File: src/rtl/traffic_light_controller_param_if.sv
// Lamp/request bundle between the intersection controller and its environment.
// master = request side (sensors, buttons, mode switch), slave = controller.
interface traffic_light_controller_param_if #(
    parameter int CNT_W = 4
);
    logic             side_req;
    logic             ped_req;
    logic             flash_en;
    logic [2:0]       light_M1;
    logic [2:0]       light_M2;
    logic [2:0]       light_MT;
    logic [2:0]       light_S;
    logic             walk;
    logic [3:0]       phase;
    logic [CNT_W-1:0] count;

    modport master (
        output side_req, ped_req, flash_en,
        input  light_M1, light_M2, light_MT, light_S, walk, phase, count
    );

    modport slave (
        input  side_req, ped_req, flash_en,
        output light_M1, light_M2, light_MT, light_S, walk, phase, count
    );
endinterface

File: src/rtl/traffic_light_controller_param.sv
// Parametrised four-signal intersection controller with demand-actuated side
// phase, pedestrian walk and night flash mode. Lamps are decoded purely from
// the state/blink registers, so no input ever reaches an output combinationally.
module traffic_light_controller_param #(
    parameter int CNT_W   = 4,
    parameter int T_MAIN  = 7,
    parameter int T_TURN  = 5,
    parameter int T_SIDE  = 4,
    parameter int T_YEL   = 2,
    parameter int T_AR    = 1,
    parameter int T_FLASH = 4
) (
    input logic clk,
    input logic rst,
    traffic_light_controller_param_if.slave bus
);
    typedef enum logic [3:0] {
        S_MAIN  = 4'd0,
        S_M2Y   = 4'd1,
        S_TURN  = 4'd2,
        S_TY    = 4'd3,
        S_AR1   = 4'd4,
        S_SIDE  = 4'd5,
        S_SY    = 4'd6,
        S_AR2   = 4'd7,
        S_FLASH = 4'd8
    } state_t;

    localparam logic [2:0] LR = 3'b100;
    localparam logic [2:0] LY = 3'b010;
    localparam logic [2:0] LG = 3'b001;
    localparam logic [2:0] LD = 3'b000;

    // Timer reload values: a state of duration T starts at T-1 and leaves at 0.
    localparam logic [CNT_W-1:0] C_MAIN  = CNT_W'(T_MAIN - 1);
    localparam logic [CNT_W-1:0] C_TURN  = CNT_W'(T_TURN - 1);
    localparam logic [CNT_W-1:0] C_SIDE  = CNT_W'(T_SIDE - 1);
    localparam logic [CNT_W-1:0] C_YEL   = CNT_W'(T_YEL - 1);
    localparam logic [CNT_W-1:0] C_AR    = CNT_W'(T_AR - 1);
    localparam logic [CNT_W-1:0] C_FLASH = CNT_W'(T_FLASH - 1);

    state_t           state_q, state_d;
    logic [CNT_W-1:0] count_q, count_d;
    logic             blink_q, blink_d;
    logic             side_pend_q, side_pend_d;
    logic             ped_pend_q, ped_pend_d;
    logic             take_side;

    logic [2:0] m1, m2, mt, s;
    logic       walk;

    function automatic logic [CNT_W-1:0] reload(state_t st);
        case (st)
            S_MAIN:       return C_MAIN;
            S_TURN:       return C_TURN;
            S_SIDE:       return C_SIDE;
            S_M2Y, S_TY,
            S_SY:         return C_YEL;
            S_AR1, S_AR2: return C_AR;
            S_FLASH:      return C_FLASH;
            default:      return C_MAIN;
        endcase
    endfunction

    // Next state, timer and blink; phases change only when the timer expires.
    always_comb begin
        state_d   = state_q;
        count_d   = count_q - CNT_W'(1);
        blink_d   = blink_q;
        take_side = 1'b0;
        if (count_q == '0) begin
            if (state_q == S_FLASH) begin
                // Leave flash only after a complete on/off period.
                if (!blink_q && !bus.flash_en) begin
                    state_d = S_AR1;
                    count_d = C_AR;
                    blink_d = 1'b0;
                end else begin
                    count_d = C_FLASH;
                    blink_d = ~blink_q;
                end
            end else if (bus.flash_en) begin
                state_d = S_FLASH;
                count_d = C_FLASH;
                blink_d = 1'b1;
            end else begin
                case (state_q)
                    S_MAIN:  state_d = S_M2Y;
                    S_M2Y:   state_d = S_TURN;
                    S_TURN:  state_d = S_TY;
                    S_TY:    state_d = S_AR1;
                    S_AR1: begin
                        if (side_pend_q || ped_pend_q) begin
                            state_d   = S_SIDE;
                            take_side = 1'b1;
                        end else begin
                            state_d = S_MAIN;
                        end
                    end
                    S_SIDE:  state_d = S_SY;
                    S_SY:    state_d = S_AR2;
                    S_AR2:   state_d = S_MAIN;
                    default: state_d = S_MAIN;
                endcase
                count_d = reload(state_d);
            end
        end
    end

    // Request latches: a request on the servicing cycle outlives the clear.
    always_comb begin
        side_pend_d = bus.side_req | (side_pend_q & ~take_side);
        ped_pend_d  = bus.ped_req  | (ped_pend_q  & ~take_side);
    end

    // State, timer, blink and request registers.
    always_ff @(posedge clk or negedge rst) begin
        if (!rst) begin
            state_q     <= S_MAIN;
            count_q     <= C_MAIN;
            blink_q     <= 1'b0;
            side_pend_q <= 1'b0;
            ped_pend_q  <= 1'b0;
        end else begin
            state_q     <= state_d;
            count_q     <= count_d;
            blink_q     <= blink_d;
            side_pend_q <= side_pend_d;
            ped_pend_q  <= ped_pend_d;
        end
    end

    // Lamp decode from state and blink only; unknown codes show all red.
    always_comb begin
        m1   = LR;
        m2   = LR;
        mt   = LR;
        s    = LR;
        walk = 1'b0;
        case (state_q)
            S_MAIN:  begin m1 = LG; m2 = LG; end
            S_M2Y:   begin m1 = LG; m2 = LY; end
            S_TURN:  begin m1 = LG; mt = LG; end
            S_TY:    begin m1 = LY; mt = LY; end
            S_SIDE:  begin s = LG; walk = 1'b1; end
            S_SY:    s = LY;
            S_FLASH: begin
                if (blink_q) begin
                    m1 = LY; m2 = LY; mt = LY; s = LR;
                end else begin
                    m1 = LD; m2 = LD; mt = LD; s = LD;
                end
            end
            default: ;
        endcase
    end

    assign bus.light_M1 = m1;
    assign bus.light_M2 = m2;
    assign bus.light_MT = mt;
    assign bus.light_S  = s;
    assign bus.walk     = walk;
    assign bus.phase    = state_q;
    assign bus.count    = count_q;
endmodule

File: src/flat_wrapper.sv
// flat-port wrapper written by rule: the top's interface ports become plain ports
module traffic_light_controller_param_flat 
#(
    parameter int CNT_W   = 4,
    parameter int T_MAIN  = 7,
    parameter int T_TURN  = 5,
    parameter int T_SIDE  = 4,
    parameter int T_YEL   = 2,
    parameter int T_AR    = 1,
    parameter int T_FLASH = 4
)
  (clk, rst, bus_side_req, bus_ped_req, bus_flash_en, bus_light_M1, bus_light_M2, bus_light_MT, bus_light_S, bus_walk, bus_phase, bus_count);
  traffic_light_controller_param_if #(.CNT_W(CNT_W)) bus_i ();
  input logic clk;
  input logic rst;
  input wire logic [$bits(bus_i.side_req)-1:0] bus_side_req;
  input wire logic [$bits(bus_i.ped_req)-1:0] bus_ped_req;
  input wire logic [$bits(bus_i.flash_en)-1:0] bus_flash_en;
  output wire logic [$bits(bus_i.light_M1)-1:0] bus_light_M1;
  output wire logic [$bits(bus_i.light_M2)-1:0] bus_light_M2;
  output wire logic [$bits(bus_i.light_MT)-1:0] bus_light_MT;
  output wire logic [$bits(bus_i.light_S)-1:0] bus_light_S;
  output wire logic [$bits(bus_i.walk)-1:0] bus_walk;
  output wire logic [$bits(bus_i.phase)-1:0] bus_phase;
  output wire logic [$bits(bus_i.count)-1:0] bus_count;
  assign bus_i.side_req = bus_side_req;
  assign bus_i.ped_req = bus_ped_req;
  assign bus_i.flash_en = bus_flash_en;
  assign bus_light_M1 = bus_i.light_M1;
  assign bus_light_M2 = bus_i.light_M2;
  assign bus_light_MT = bus_i.light_MT;
  assign bus_light_S = bus_i.light_S;
  assign bus_walk = bus_i.walk;
  assign bus_phase = bus_i.phase;
  assign bus_count = bus_i.count;
  traffic_light_controller_param #(.CNT_W(CNT_W), .T_MAIN(T_MAIN), .T_TURN(T_TURN), .T_SIDE(T_SIDE), .T_YEL(T_YEL), .T_AR(T_AR), .T_FLASH(T_FLASH)) u_core (.clk(clk), .rst(rst), .bus(bus_i));
endmodule
File: config.mk
export PLATFORM = sky130hd
export DESIGN_NAME = traffic_light_controller_param_flat
export DESIGN_NICKNAME = d
export VERILOG_FILES = /design/src/rtl/traffic_light_controller_param_if.sv /design/src/rtl/traffic_light_controller_param.sv /design/src/flat_wrapper.sv
export SDC_FILE = /design/constraint.sdc
export NUM_CORES = 1
export LEC_CHECK = 0
export CAP_MARGIN = 20
export CORE_MARGIN = 3
export CORE_UTILIZATION = 35
export CTS_CLUSTER_SIZE = 28
export DETAILED_ROUTE_END_ITERATION = 8
export DONT_BUFFER_PORTS = 1
export PLACE_DENSITY_LB_ADDON = 0.1
export RECOVER_POWER = 25
export SLEW_MARGIN = 20
export SYNTH_ARGS = -nofsm -noshare
export SYNTH_HDL_FRONTEND = slang
export SYNTH_SLANG_ARGS = --single-unit
File: constraint.sdc
create_clock -name clk -period 2.2 [get_ports clk]
set_clock_uncertainty 0.15 [all_clocks]
set_input_delay 0.33 -clock clk [delete_from_list [all_inputs] [get_ports clk]]
set_output_delay 0.33 -clock clk [all_outputs]
set_load 0.005 [all_outputs]
==> results of run 1 <==
critical path, delay by kind of cell, from the launching register on:
kind	cells	cell delay, ns
and+or+nand+nor	3	0.80
DFF	1	0.50
cell usage in the layout (no fill, tap or decap), types with 2 or more instances in the layout:
cell           synthesis  final
dfrtp_1                9      8
buf_4                  1      7
nor3_1                 6      6
a21oi_1                6      6
inv_1                  5      5
nand2_1                5      5
nand3_1                4      4
a21o_1                 4      4
nand2b_1               3      3
o21ai_1                3      3
ha_1                   3      3
clkbuf_4               0      3
nor2_2                 2      2
nor2_1                 2      2
nand3b_1               2      2
dlygate4sd3_1          0      2
dfstp_2                2      2
state kept, by name (all words and copies together) (netlist names):
register and count:
u_core.bus.phase 4, u_core.ped_pend_q 1, u_core.bus.count 4, u_core.blink_q 1, u_core.side_pend_q 1
report_power, final:
part	switching, W	internal, W
combinational	0.000323	0.000253
sequential	0.0000957	0.000284
clock	0.0000661	0.0000702
total	0.000485	0.000606
stage by stage:
step                total power [W]  worst slack (ns)  area [um2]  std cells  hold WS [ns]
floorplan                 0.0008179            0.4028       780.7         84       -0.1156
global placement          0.0009503            0.3135       824.5        111       -0.1153
detailed placement        0.0009552            0.3031       824.5        111       -0.1153
CTS                        0.001105           0.07978       870.8        117      0.004002
global route               0.001184           0.08843       872.1        117     0.0006087
finish                     0.001091            0.1565       872.1        117      0.007790
cell families (layout without fill, tap and decap cells):
logic type      Yosys count  count (layout)
flops                    11              11
fa+ha+maj                 3               3
simple gates             35              35
buf+inv                  12              18
mux                       1               1
compound gates           22              22
routing by layer:
metal / up-vias / global-route usage, %
li1: 314 / -
met1: 322 / 19.62
met2: 16 / 20.00
met3: 0 / 7.042
met4: 0 / 2.553
met5: - / 0
final cells by class:
type	instances	area share, %
multi-input cells	61	50.65
flip-flops and latches	11	31.99
repair buffers	9	8.321
well taps	27	3.874
clock buffers	4	3.013
inverters	5	2.152
path summary, 6_finish.rpt:
check,start,endpoint,slack (ns),cells after the start
worst max-delay path,u_core.bus.phase[0],bus_light_S[2],0.16,3
worst min-delay path,bus_ped_req,u_core.ped_pend_q,0.008,1
worst max register to register,u_core.bus.count[0],u_core.ped_pend_q,0.30,6
worst min register to register,u_core.bus.count[0],u_core.bus.count[0],0.39,1
max in group asynchronous,rst,u_core.bus.phase[0],1.21,1
min in group asynchronous,rst,u_core.side_pend_q,0.32,1
repair_timing:
action | CTS | global route
setup endpoints to repair | 0 | 1
gates resized for setup | 0 | 1
hold endpoints to repair | 12 | 0
hold buffers | 2 | 0
==> impl_metrics.json, run 1 <==
{
  "clkTransAtPathRegs_ns": 0.07,
  "fin_setup_tns_ns": 0,
  "endpoint_kind": "primary output",
  "pin_count": 26,
  "nNetsFinal": 99,
  "htree_levels": 1,
  "hold_class": "primary input to flop",
  "synthSimpleGateAreaFrac_pct": 31.57,
  "drt_pass1_iterations": 4,
  "drt-total-wl_um": 1787,
  "grt_usage_pct": 14.27,
  "critPathMaxStageDelay_ns": 0.58,
  "port_buffers": 0,
  "utilization_pct": 42.71,
  "worst_ep_arrival_time_ns": 1.56,
  "yosysMostFrequentCell": "dfrtp_1",
  "async_reset_ff_share_pct": 100.0,
  "ys_top_cells_by_count": "dfrtp_1 (9), a21oi_1 (6), nor3_1 (6)",
  "cts_max_path_buffers": 2,
  "grt_pass1_vias": 625,
  "insertion_delay_ns": 0.27,
  "cts.sinks": 11,
  "grt_pass1_wl_um": 2911,
  "numCtsBuffers": 3,
  "critical_path_class": "flop to primary output",
  "post_cts_buffers": 0,
  "power-per-cell-area_nw_per_um2": 1251,
  "syn-num-nets": 92,
  "synth_cell_types": 39,
  "fillCellCount": 214,
  "multi_input_area_um2": 441.7,
  "setup-violations-final": 0,
  "worstPathCellList": "or4b_4 -> nor2_2 -> nor3_1",
  "hold_viol_final": 0,
  "syn_to_final_growth_pct": 11.70,
  "drive_gt1_share_pct": 23.33,
  "crit_fanout": 15,
  "critPathRequiredTime_ns": 1.72,
  "met2_length_um": 787,
  "route.vias.total": 652,
  "gp_congestion": 0.7356,
  "synth-main-ff-cell": "dfrtp_1",
  "die_area_um2": 2833,
  "synthesis.area_um2": 780.7,
  "yosysTopAreaCell": "dfrtp_1",
  "yosysWarnings": 0,
  "grt_max_degree": 17,
  "die_h_um": 53.23,
  "slew_headroom_pct": 65.93,
  "drc": 0,
  "synth_top_family_by_area": "simple AND/OR/NAND/NOR gates",
  "hpwlAfterDp_um": 1386,
  "gr-total-overflow": 0,
  "synth_compound_area_share_pct": 18.91,
  "start_util_pct": 38.24,
  "row_count": 16,
  "ir_worst_vdd_uv": 495.0,
  "slowest_stage": "or4b_4",
  "rsz0062_at_grt": "no",
  "ys_seq_elements": 11,
  "cts_tree": "done",
  "seqCellArea_um2": 279.0,
  "timing.final.crit_share_pct": 92.88,
  "antenna_found_initial": 0,
  "startpoint_type": "flop",
  "ant_nets": 0,
  "synthTopCellsByArea": "dfrtp_1 (29%), dfstp_2 (6.7%), ha_1 (4.8%)",
  "synth-xor-area-share_pct": 0,
  "wl_met1_um": 861,
  "synth_cells": 84,
  "synth-adder-area-share_pct": 4.808,
  "cts-root-buf": "clkbuf_4",
  "synth_edf_count": 0,
  "maxCapViolCount": 0,
  "avgRoutedWirePerCell_um": 15.27,
  "syn_avg_cell_area_um2": 9.295,
  "insertedDiodeCount": 0,
  "initialDrtViolationCount": 22,
  "synth.area.mux_share_pct": 1.282,
  "max_clock_freq_ghz": 0.4894,
  "drt-vias-per-instance": 5.573,
  "cellLeakagePower_nw": 0.3654,
  "drv_slew": 0,
  "yosysTopAreaCellShare_pct": 28.85,
  "synth-seq-area-share_pct": 35.58,
  "dr_wl_met3_um": 138,
  "coreArea_um2": 2042,
  "worstMarginPinSlew_ns": 0.5094,
  "highest_layer": "met3",
  "min_period_ns": 2.043,
  "die_x_um": 53.23,
  "status": "finished clean"
}
No activity file was read; power rests on OpenSTA's default activity.
==> run 2, diff against run 1 <==
--- a/config.mk
+++ b/config.mk
@@ -8,6 +8,7 @@
 export CAP_MARGIN = 20
 export CORE_MARGIN = 3
 export CORE_UTILIZATION = 35
+export CTS_BUF_LIST = sky130_fd_sc_hd__clkbuf_2
 export CTS_CLUSTER_SIZE = 28
 export DETAILED_ROUTE_END_ITERATION = 8
 export DONT_BUFFER_PORTS = 1
==> run 2 against run 1 <==
Effect of this change:
- sequential power is essentially flat
- utilization grew 0.67 points
- sequential cell count is the same
- maximum frequency grew 0.24%
- largest cell class unchanged
- largest power group unchanged
==> impl_metrics.json, run 2 (same netlist as run 1, synthesis figures left out) <==
{
  "grt_pass1_vias": 629,
  "insertedDiodeCount": 0,
  "gr-total-overflow": 0,
  "maxCapViolCount": 0,
  "nNetsFinal": 101,
  "layout_commonest_cell": "dfrtp_1",
  "cts_max_path_buffers": 2,
  "numCtsBuffers": 3,
  "htree_levels": 1,
  "ir_worst_vdd_uv": 575.9,
  "internal_power_w": 0.0005865,
  "hold_viol_final": 0,
  "timing.final.crit_share_pct": 92.66,
  "clkTransAtPathRegs_ns": 0.10,
  "finalInstanceArea_um2": 885.9,
  "mostFrequentLayoutCells": "dfrtp_1 (8), buf_4 (7), nor3_1 (6), a21oi_1 (6)",
  "power-per-cell-area_nw_per_um2": 1207,
  "ant_nets": 0,
  "avgRoutedWirePerCell_um": 15.03,
  "grt_pass1_wl_um": 2891,
  "hold_class": "primary input to flop",
  "startpoint_type": "flop",
  "worst_ep_arrival_time_ns": 1.56,
  "insertion_delay_ns": 0.25,
  "hold_slack_ns": 0.06828,
  "antenna_found_initial": 0,
  "die_area_um2": 2833,
  "finalPower_w": 0.001069,
  "syn_to_final_growth_pct": 13.46,
  "startpoint": "u_core.bus.phase[0]",
  "setup-violations-final": 0,
  "cts-root-buf": "clkbuf_2",
  "start_util_pct": 38.24,
  "row_count": 16,
  "p_clk_share_pct": 10.4,
  "drt-vias-per-instance": 5.462,
  "initialDrtViolationCount": 14,
  "drt-total-wl_um": 1789,
  "max_clock_freq_ghz": 0.4905,
  "drt_pass1_iterations": 4,
  "gp_congestion": 0.7356,
  "endpoint_kind": "primary output",
  "power_frac_comb_pct": 54.1,
  "slew_headroom_pct": 67.31,
  "coreArea_um2": 2042,
  "pin_count": 26,
  "swShare_pct": 45.13,
  "utilization_pct": 43.38,
  "critical_path_class": "flop to primary output",
  "drv_slew": 0,
  "placed_area_um2": 824.5,
  "cts_tree": "done",
  "switching_power_w": 0.0004824,
  "hpwlAfterDp_um": 1386,
  "route.vias.total": 650,
  "drive_gt1_share_pct": 23.91,
  "die_x_um": 53.23,
  "fillCellCount": 214,
  "worstMarginPinSlew_ns": 0.4887,
  "status": "finished clean",
  "r2r-start": "u_core.bus.count[0]",
  "share_seq_of_total_power_pct": 35.4,
  "cellLeakagePower_nw": 0.3754,
  "min_period_ns": 2.039,
  "min_from": "bus_flash_en",
  "grt_usage_pct": 14.15,
  "drc": 0,
  "die_h_um": 53.23,
  "grt_max_degree": 17,
  "fin_setup_tns_ns": 0,
  "rsz0062_at_grt": "no",
  "cts.sinks": 11,
  "crit_fanout": 15,
  "critPathRequiredTime_ns": 1.72,
  "port_buffers": 0
}
run 2: changes by cell type in the layout (fill, tap and decap cells not counted):
| cell | delta |
|---|---|
| clkbuf_1 | -1 |
| clkbuf_2 | +4 |
| clkbuf_4 | -3 |
| dlygate4sd3_1 | +2 |
run 2: cell type report:
class                      instances  area [um2]  area share (%)
multi-input combinational         61       441.7           49.86
sequential                        11       279.0           31.50
timing repair buffer              11       92.59           10.45
tap                               27       33.78           3.814
clock buffer                       4       20.02           2.260
inverter                           5       18.77           2.119
run 2: metal layers:
metal / GRT usage, % / wire [um]
met2: 20.00 / 817
met3: 7.042 / 129
met4: 2.553 / 0
met5: 0 / 0
met1: 19.28 / 842
run 2: what timing repair did:
action / in CTS / in global routing
endpoints found under the hold margin: 12 / 2
endpoints found under the setup margin: 0 / 1
hold buffers: 2 / 2
buffers inserted: 0 / 0
gates resized for setup: 0 / 1
run 2: per-stage QoR:
step	std cells	setup WS, ns
3_5_place_dp	111	0.3031
5_1_grt	119	0.06771
2_1_floorplan	84	0.4028
4_1_cts	117	0.07804
3_3_place_gp	111	0.3135
6_report	119	0.1614
run 2: final timing paths:
check / to / slack, ns / cells after the start
setup / recovery: bus_light_S[2] / 0.16 / 3
hold / removal: u_core.blink_q / 0.07 / 2
setup reg to reg: u_core.ped_pend_q / 0.30 / 6
hold reg to reg: u_core.bus.count[0] / 0.40 / 1
max in group asynchronous: u_core.bus.phase[0] / 1.22 / 1
min in group asynchronous: u_core.side_pend_q / 0.32 / 1
run 2: power groups by stage:
stage	logic, W	registers (W)	clock network, W
floorplan	0.000469	0.000349	0
global placement	0.000568	0.000382	0
detailed placement	0.000572	0.000383	0
CTS	0.000583	0.000379	0.000119
global route	0.000642	0.000392	0.000132
finish	0.000579	0.000379	0.000112
run 2: worst max-delay path, cell delays in order, from the launching register on:
cell	delay, ns
dfrtp_2	0.52
or4b_4	0.58
nor2_2	0.14
nor3_1	0.08
==> run 3, diff against run 2 <==
--- a/config.mk
+++ b/config.mk
@@ -5,8 +5,8 @@
 export SDC_FILE = /design/constraint.sdc
 export NUM_CORES = 1
 export LEC_CHECK = 0
+export ABC_AREA = 1
 export CAP_MARGIN = 20
-export CORE_MARGIN = 3
 export CORE_UTILIZATION = 35
 export CTS_BUF_LIST = sky130_fd_sc_hd__clkbuf_2
 export CTS_CLUSTER_SIZE = 28
==> run 3 against run 2 <==
Effect of this change:
- hold slack worse by 0.042 ns
- clock power about the same
- final cell count grew 17%
- via count is 0.31% lower
- sequential power grew 9.0%
- wire length decreased by 9.8%
- final area decreased by 6.9%
- largest power group unchanged
==> impl_metrics.json, run 3 <==
{
  "start_util_pct": 37.25,
  "hold_viol_final": 0,
  "status": "finished clean",
  "grt_pass1_wl_um": 2442,
  "syn_avg_cell_area_um2": 7.098,
  "drt_pass1_iterations": 4,
  "yosysMostFrequentCell": "inv_1",
  "grt_pass1_vias": 544,
  "synth-seq-area-share_pct": 37.63,
  "numCtsBuffers": 3,
  "hpwlAfterDp_um": 1280,
  "cts-resized-gates": 0,
  "critPathMaxStageDelay_ns": 0.50,
  "synthTopCellsByArea": "dfrtp_1 (31%), inv_1 (11%), nand2_1 (10%)",
  "worstPathCellList": "inv_2 -> nand2_4 -> nor3_4 -> nand2_4 -> o21ai_0",
  "cts_tree": "done",
  "crit_fanout": 7,
  "antenna_found_initial": 0,
  "synthesis.area_um2": 738.2,
  "max_clock_freq_ghz": 0.4863,
  "yosysWarnings": 0,
  "ir_worst_vdd_uv": 761.0,
  "synth_edf_count": 0,
  "die_area_um2": 2297,
  "row_count": 16,
  "insertedDiodeCount": 0,
  "finalPower_w": 0.001322,
  "ys_seq_elements": 11,
  "htree_levels": 1,
  "worst_ep_arrival_time_ns": 1.58,
  "timing.final.crit_share_pct": 93.46,
  "startpoint_type": "flop",
  "synth_cell_types": 21,
  "yosysTopAreaCellShare_pct": 30.51,
  "syn_to_final_growth_pct": 11.69,
  "ys_top_cells_by_count": "inv_1 (21), nand2_1 (20), nor2_1 (13)",
  "endpoint_kind": "primary output",
  "coreArea_um2": 1982,
  "fillCellCount": 198,
  "cts.sinks": 11,
  "rsz0062_at_grt": "no",
  "yosysTopAreaCell": "dfrtp_1",
  "clkTransAtPathRegs_ns": 0.12,
  "initialDrtViolationCount": 12,
  "cellLeakagePower_nw": 0.4804,
  "place_ws_ns": 0.3851,
  "gp_congestion": 0.8496,
  "slowest_stage": "dfrtp_1",
  "drv_slew": 0,
  "synth_cells": 104,
  "maxCapViolCount": 0,
  "drive_gt1_share_pct": 16.07,
  "hold_class": "primary input to flop",
  "critical_path_class": "flop to primary output",
  "grt_usage_pct": 15.44,
  "drt-vias-per-instance": 4.662,
  "drt-total-wl_um": 1614,
  "critPathRequiredTime_ns": 1.72,
  "ant_nets": 0,
  "port_buffers": 0,
  "setup-violations-final": 0,
  "setup_slack_ns": 0.1438,
  "worstMarginPinSlew_ns": 0.4870,
  "syn-num-nets": 112,
  "crit_top_cell": "nand2_4",
  "pin_count": 26,
  "route.vias.total": 648,
  "async_reset_ff_share_pct": 100.0,
  "power-per-cell-area_nw_per_um2": 1603,
  "cts_max_path_buffers": 2,
  "nNetsFinal": 121,
  "die_h_um": 47.93,
  "cts-root-buf": "clkbuf_2",
  "insertion_delay_ns": 0.26,
  "slew_headroom_pct": 67.42,
  "synth-main-ff-cell": "dfrtp_1",
  "drc": 0,
  "hold_slack_ns": 0.02604,
  "layout_commonest_cell": "inv_1",
  "die_x_um": 47.93,
  "gr-total-overflow": 0,
  "min_period_ns": 2.056,
  "avgRoutedWirePerCell_um": 11.61,
  "grt_max_degree": 12,
  "fin_setup_tns_ns": 0,
  "mostFrequentLayoutCells": "inv_1 (21), nand2_1 (20), nor2_1 (13)"
}
run 3: path summary, 6_finish.rpt:
path,slack (ns),startpoint,depth (start not counted),to
max in group asynchronous,1.24,rst,1,u_core.bus.count[1]
min,0.03,bus_side_req,1,u_core.side_pend_q
max reg2reg,0.34,u_core.bus.phase[2],10,u_core.bus.count[0]
min reg2reg,0.38,u_core.side_pend_q,2,u_core.side_pend_q
min in group asynchronous,0.31,rst,1,u_core.side_pend_q
max,0.14,u_core.bus.phase[1],5,bus_light_S[2]
run 3: cells by family after synthesis:
logic type | after synthesis | synth area share, %
simple gates | 48 | 31.02
flops | 11 | 37.63
compound gates | 17 | 13.05
buf+inv | 25 | 13.22
fa+ha+maj | 3 | 5.085
run 3: what timing repair did:
item | 4_1_cts | 5_1_grt
hold buffers | 1 | 0
hold endpoints to repair | 11 | 0
setup buffers | 0 | 3
setup endpoints to repair | 0 | 1
run 3: cell type report:
cell class | instances | area, um2 | share of cell area, %
flip-flops and latches | 11 | 277.8 | 33.69
clock buffers | 3 | 15.01 | 1.821
inverters | 24 | 90.09 | 10.93
clock inverters | 1 | 5.005 | 0.6070
multi-input cells | 68 | 362.8 | 44.01
repair buffers | 5 | 40.04 | 4.856
well taps | 27 | 33.78 | 4.097
run 3: per-layer routing:
layer | track usage (%) | wire length, um | up-vias
met5 | 0 | 0 | -
met3 | 1.887 | 83 | 2
li1 | - | - | 339
met2 | 22.97 | 707 | 22
met1 | 21.36 | 804 | 285
met4 | 8.889 | 19 | 0
run 3: per-stage QoR:
step,cell area (um2),cells,utilization [%]
floorplan,738.2,104,-
global placement,772.0,131,38.95
detailed placement,772.0,131,38.95
CTS,802.0,136,40.47
global route,824.5,139,41.60
finish,824.5,139,41.60
run 3: power by group:
group / internal, W / total [W] / leakage (nW) / switching, W
sequential: 0.000294 / 0.000413 / 0.126 / 0.000118
clock: 0.0000411 / 0.000111 / 0.0164 / 0.0000699
combinational: 0.000300 / 0.000798 / 0.339 / 0.000499
total: 0.000635 / 0.00132 / 0.480 / 0.000687
run 3: critical path: cells and delay by family (launching register included):
family	cells	cell delay, ns
flops	1	0.50
simple gates	3	0.53
buf+inv	1	0.15
compound gates	1	0.14
